[config.mk]
export PLATFORM = sky130hd
export DESIGN_NAME = pair_match_scorer
export DESIGN_NICKNAME = d
export VERILOG_FILES = /design/src/rtl/pair_match_pkg.sv /design/src/rtl/match_row_decode.sv /design/src/rtl/pair_match_scorer.sv
export SDC_FILE = /design/constraint.sdc
export NUM_CORES = 1
export LEC_CHECK = 0
export CAP_MARGIN = 25
export CORE_MARGIN = 2
export CORE_UTILIZATION = 35
export CTS_BUF_LIST = sky130_fd_sc_hd__clkbuf_8
export DETAILED_ROUTE_END_ITERATION = 7
export MAX_ROUTING_LAYER = met4
export PLACE_DENSITY = 0.58
export SLEW_MARGIN = 20
export SYNTH_ARGS = -nofsm -noshare
export SYNTH_HDL_FRONTEND = slang
export SYNTH_HIERARCHICAL = 1
export SYNTH_SLANG_ARGS = --single-unit
[constraint.sdc]
create_clock -name clk -period 7.8 [get_ports clk]
set_clock_uncertainty 0.15 [all_clocks]
set_input_delay 0.78 -clock clk [delete_from_list [all_inputs] [get_ports clk]]
set_output_delay 0.78 -clock clk [all_outputs]
set_load 0.005 [all_outputs]
[src/rtl/pair_match_pkg.sv]
// Shared constants and types for the pairwise match scorer.
// The match vector holds five lanes, and each lane is a row of five column bits.
package pair_match_pkg;

    localparam int NUM_LANES = 5;
    localparam int MATCH_W   = 25;

    localparam logic [MATCH_W-1:0] ALL_MATCH = 25'h1FFFFFF;
    // Diagonal bits 24, 18, 12, 6, 0: every lane must match itself.
    localparam logic [MATCH_W-1:0] DIAG_MASK = 25'h1041041;

    typedef logic [2:0] lane_idx_t;

    typedef enum logic [0:0] {
        ACCUM = 1'b0,
        HOLD  = 1'b1
    } state_t;

    function automatic int bit_idx(input int i, input int j);
        return MATCH_W - 1 - NUM_LANES * i - j;
    endfunction

endpackage

[src/rtl/match_row_decode.sv]
// Decodes one match vector into per-lane agreement counts.
// It also flags a broken diagonal or an asymmetric vector.
module match_row_decode
    import pair_match_pkg::*;
(
    input  logic [MATCH_W-1:0]              match_i,
    output logic [NUM_LANES-1:0][2:0]       agree_o,
    output logic                            malformed_o
);

    always_comb begin
        agree_o     = '0;
        malformed_o = ((match_i & DIAG_MASK) != DIAG_MASK);
        for (int i = 0; i < NUM_LANES; i++) begin
            for (int j = 0; j < NUM_LANES; j++) begin
                agree_o[i] = agree_o[i] + {2'b00, match_i[bit_idx(i, j)]};
                if (match_i[bit_idx(i, j)] != match_i[bit_idx(j, i)]) begin
                    malformed_o = 1'b1;
                end
            end
            // The self-match bit does not count as agreement.
            agree_o[i] = agree_o[i] - 3'd1;
        end
    end

endmodule

[src/rtl/pair_match_scorer.sv]
// Accumulates per-lane agreement scores over a window of match vectors.
// The result is presented on a valid/ready output and held until it is consumed.
module pair_match_scorer
    import pair_match_pkg::*;
#(
    parameter  int WINDOW  = 8,
    localparam int SCORE_W = $clog2(4 * WINDOW + 1),
    localparam int CNT_W   = $clog2(WINDOW + 1)
) (
    input  logic                         clk,
    input  logic                         reset,
    input  logic                         in_valid,
    output logic                         in_ready,
    input  logic [MATCH_W-1:0]           in_match,
    input  logic                         flush,
    output logic                         out_valid,
    input  logic                         out_ready,
    output logic [NUM_LANES*SCORE_W-1:0] out_score,
    output logic [2:0]                   out_winner,
    output logic                         out_unanimous,
    output logic                         out_malformed,
    output logic [CNT_W-1:0]             out_count
);

    state_t                              state_q, state_d;
    logic [NUM_LANES-1:0][SCORE_W-1:0]   score_q, score_d;
    logic [CNT_W-1:0]                    cnt_q, cnt_d;
    logic                                unan_q, unan_d;
    logic                                malf_q, malf_d;

    logic [NUM_LANES-1:0][2:0]           agree;
    logic                                row_malf;
    logic                                accept;
    lane_idx_t                           win;
    logic [SCORE_W-1:0]                  best;

    match_row_decode u_decode (
        .match_i     (in_match),
        .agree_o     (agree),
        .malformed_o (row_malf)
    );

    assign in_ready      = (state_q == ACCUM);
    assign out_valid     = (state_q == HOLD);
    assign accept        = in_valid & in_ready;
    assign out_count     = cnt_q;
    assign out_unanimous = unan_q;
    assign out_malformed = malf_q;
    assign out_winner    = win;

    always_comb begin
        out_score = '0;
        for (int i = 0; i < NUM_LANES; i++) begin
            out_score[SCORE_W*(NUM_LANES-i)-1 -: SCORE_W] = score_q[i];
        end
    end

    // Strict compare keeps the lowest lane index on a tie.
    always_comb begin
        win  = '0;
        best = score_q[0];
        for (int i = 1; i < NUM_LANES; i++) begin
            if (score_q[i] > best) begin
                best = score_q[i];
                win  = lane_idx_t'(i);
            end
        end
    end

    always_comb begin
        state_d = state_q;
        score_d = score_q;
        cnt_d   = cnt_q;
        unan_d  = unan_q;
        malf_d  = malf_q;
        unique case (state_q)
            ACCUM: begin
                if (accept) begin
                    cnt_d = cnt_q + CNT_W'(1);
                    if (row_malf) begin
                        malf_d = 1'b1;
                    end else begin
                        for (int i = 0; i < NUM_LANES; i++) begin
                            score_d[i] = score_q[i] + SCORE_W'(agree[i]);
                        end
                        unan_d = unan_q & (in_match == ALL_MATCH);
                    end
                end
                if ((accept && cnt_d == CNT_W'(WINDOW)) ||
                    (flush && cnt_d != '0)) begin
                    state_d = HOLD;
                end
            end
            HOLD: begin
                if (out_ready) begin
                    state_d = ACCUM;
                    score_d = '0;
                    cnt_d   = '0;
                    unan_d  = 1'b1;
                    malf_d  = 1'b0;
                end
            end
            default: state_d = ACCUM;
        endcase
    end

    always_ff @(posedge clk) begin
        if (reset) begin
            state_q <= ACCUM;
            score_q <= '0;
            cnt_q   <= '0;
            unan_q  <= 1'b1;
            malf_q  <= 1'b0;
        end else begin
            state_q <= state_d;
            score_q <= score_d;
            cnt_q   <= cnt_d;
            unan_q  <= unan_d;
            malf_q  <= malf_d;
        end
    end

endmodule

==> flow_metrics.env <==
export IMPL_post_dp_cell_area_um2=4230
export IMPL_drc=0
export IMPL_syn_area_um2=3400
export IMPL_worst_ep_required_time_ns=6.87
export IMPL_synth_seq_cells=37
export IMPL_numPortBuffers=70
export IMPL_critical_path_max_stage_delay_ns=0.54
export IMPL_syn2layout_area_growth_pct=27.3
export IMPL_antenna_found_initial=0
export IMPL_yosys_warnings=6
export IMPL_place_inst=596
export IMPL_crit_slowest_cell="clkdlybuf4s50_1"
export IMPL_cp_data_arrival_time_ns=6.31
export IMPL_die_w_um=103
export IMPL_finalSetupViolCount=0
export IMPL_outcome="finished, final reports clean"
export IMPL_cts_max_level=2
export IMPL_synth_top_cell_area_share_pct=21.8
export IMPL_fill_cells=952
export IMPL_drt_pass1_iter_count=4
export IMPL_grt_pass1_wl_um=15300
export IMPL_synth_cells=406
export IMPL_ys_top_cells_by_area="dfxtp_1 22%, ha_1 18%, fa_1 8.8%"
export IMPL_grt_ovfl_total=0
export IMPL_synthDistinctLibCells=47
export IMPL_p_per_area_nw_per_um2=120
export IMPL_vias_per_cell=5.12
export IMPL_syn_nets=499
export IMPL_place_gp_congestion=0.894
export IMPL_diodes=0
export IMPL_ys_seq_area_share_pct=21.8
export IMPL_final_cells=605
export IMPL_finalHoldViolCount=0
export IMPL_maxCapViolations=0
export IMPL_final_nets=568
export IMPL_slew_headroom_pct=39.1
export IMPL_tns_ns=0
export IMPL_synthTopCellsByCount="53 x inv_1, 48 x ha_1, 37 x dfxtp_1, 37 x nor2_1, 34 x a21oi_1"
export IMPL_wl_per_cell_um=15.6
export IMPL_end_kind="primary output"
export IMPL_die_h_um=103
export IMPL_io_pins=71
export IMPL_numCtsBuffers=5
export IMPL_cts_tree="done"
export IMPL_async_flop_share_pct=0
export IMPL_p_leak_nw=1.79
export IMPL_drt_initial_drc_count=143
export IMPL_grt_max_degree=31
export IMPL_syn_area_per_cell_um2=8.38
export IMPL_num_vias=3099
export IMPL_hold_path_class="reg2reg"
export IMPL_worstMarginPinSlew_ns=0.913
export IMPL_ant_nets=0
export IMPL_critPathMostFrequentCell="ha_1"
export IMPL_ys_flop_type="dfxtp_1"
export IMPL_first_global_vias=3130
export IMPL_clockBufferDepth=2
export IMPL_clock_latency_ns=0.30
export IMPL_start_util_pct=36.5
export IMPL_clk_pin_slew_worst_paths_ns=0.08
export IMPL_rsz0062_at_grt="false"
export IMPL_cts_sinks=37
export IMPL_finalWirelength_um=9410
export IMPL_fin_area_um2=4330
export IMPL_grt_use_total_pct=19.1
export IMPL_finalMaxSlewViolations=0
export IMPL_drive_gt1_share_pct=3.99
export IMPL_period_needed_ns=7.24
export IMPL_synth_edf_count=0
export IMPL_yosysTopAreaCell="dfxtp_1"
export IMPL_root_buffer="clkbuf_8"
export IMPL_ir_drop_v=0.0000779
export IMPL_yosysMostFrequentCell="inv_1"
export IMPL_core_area_um2=9330
export IMPL_period_share_pct=92.8
export IMPL_fmax_ghz=0.138
export IMPL_cp_max_fo=11
export IMPL_hpwl_um=7200
export IMPL_cp_start_kind="register"
export IMPL_crit_type="reg2out"
export IMPL_rows=35
export IMPL_die_area_um2=10500
[timing repair]
action,4_1_cts,5_1_grt
resized for setup,0,3
buffers inserted,0,1
hold buffers,0,0
setup endpoints to repair,0,3
[power breakdown]
part | switching, mW | leakage (nW) | total, mW | internal [mW]
Clock | 0.0812 | 0.0439 | 0.143 | 0.0619
Sequential | 0.00609 | 0.299 | 0.198 | 0.192
Combinational | 0.0933 | 1.45 | 0.178 | 0.0846
[cell type report]
class | count | area (µm²) | area share (%)
flip-flops and latches | 37 | 741 | 17.1
well taps | 129 | 161 | 3.73
inverters | 53 | 199 | 4.59
multi-input cells | 305 | 2420 | 55.9
clock inverters | 3 | 17.5 | 0.404
clock buffers | 5 | 68.8 | 1.59
repair buffers | 73 | 723 | 16.7
[worst paths after layout]
path | startpoint | endpoint | slack, ns | depth (start not counted)
max reg2reg | out_valid | out_score[23] | 4.65 | 9
min | out_unanimous | out_unanimous | 0.32 | 1
min reg2reg | out_unanimous | out_unanimous | 0.32 | 1
max | out_score[27] | out_winner[0] | 0.56 | 29
[flip-flops by register name, indices dropped and copies added (netlist names)]
signal         cells
out_unanimous      1
out_valid          1
out_count          4
out_malformed      1
out_score         30
[cell families (layout without fill, tap and decap cells)]
family          count (synthesis)  in the layout  synth area share (%)
compound gates                105            105                  19.7
xor+xnor                       31             31                  7.98
mux                             6              6                  1.95
buf+inv                        64            134                  7.32
fa+ha+maj                      63             63                  26.5
flops                          37             37                  21.8
simple gates                  100            100                  14.8
[cells in the final DEF (no fill, tap or decap), types with 2 or more instances in the layout]
master / netlist / layout
clkdlybuf4s50_1: 0 / 70
inv_1: 53 / 53
ha_1: 48 / 48
nor2_1: 37 / 37
dfxtp_1: 37 / 37
a21oi_1: 34 / 33
xnor2_1: 17 / 17
a22oi_1: 17 / 17
fa_1: 15 / 15
xor2_1: 14 / 14
nand2_1: 13 / 13
o21ai_0: 14 / 13
a21o_1: 11 / 11
nand3_1: 9 / 9
o21ai_1: 9 / 9
nand4_1: 8 / 8
or3_1: 8 / 8
nor2b_1: 5 / 5
clkbuf_8: 0 / 5
o21a_1: 5 / 4
o31a_1: 4 / 4
nor3_1: 4 / 4
nor4_1: 4 / 4
mux2i_1: 3 / 3
nand2b_1: 3 / 3
buf_4: 0 / 3
and4_1: 2 / 2
and3_1: 2 / 2
mux2_2: 2 / 2
clkinv_2: 0 / 2
[metal layers]
layer / part of all wire [%] / vias to the layer above / track usage, % / wire [µm]
met2: 45 / 74 / 31.1 / 4270
met5: 0 / - / - / 0
met3: 5.4 / 9 / 3.32 / 510
li1: - / 1557 / - / -
met1: 48 / 1459 / 25.0 / 4510
met4: 1.2 / 0 / 4.31 / 114
[critical path: cells and delay by family (launching register included)]
| kind | cells | cell delay (ns) |
|---|---|---|
| compound gates | 14 | 2.33 |
| mux | 2 | 0.44 |
| simple gates | 7 | 1.19 |
| buf+inv | 2 | 0.64 |
| flops | 1 | 0.37 |
| fa+ha+maj | 4 | 1.05 |
[through the flow]
| step | utilization, % | power, mW | setup slack (ns) | hold WS (ns) |
|---|---|---|---|---|
| floorplan | - | 0.313 | 1.61 | 0.301 |
| global placement | 45.4 | 0.375 | 0.761 | 0.289 |
| detailed placement | 45.4 | 0.379 | 0.558 | 0.299 |
| CTS | 46.3 | 0.525 | 0.197 | 0.317 |
| global route | 46.5 | 0.556 | 0.0999 | 0.344 |
| finish | 46.5 | 0.519 | 0.562 | 0.315 |
(Power assumes the default switching activity.)
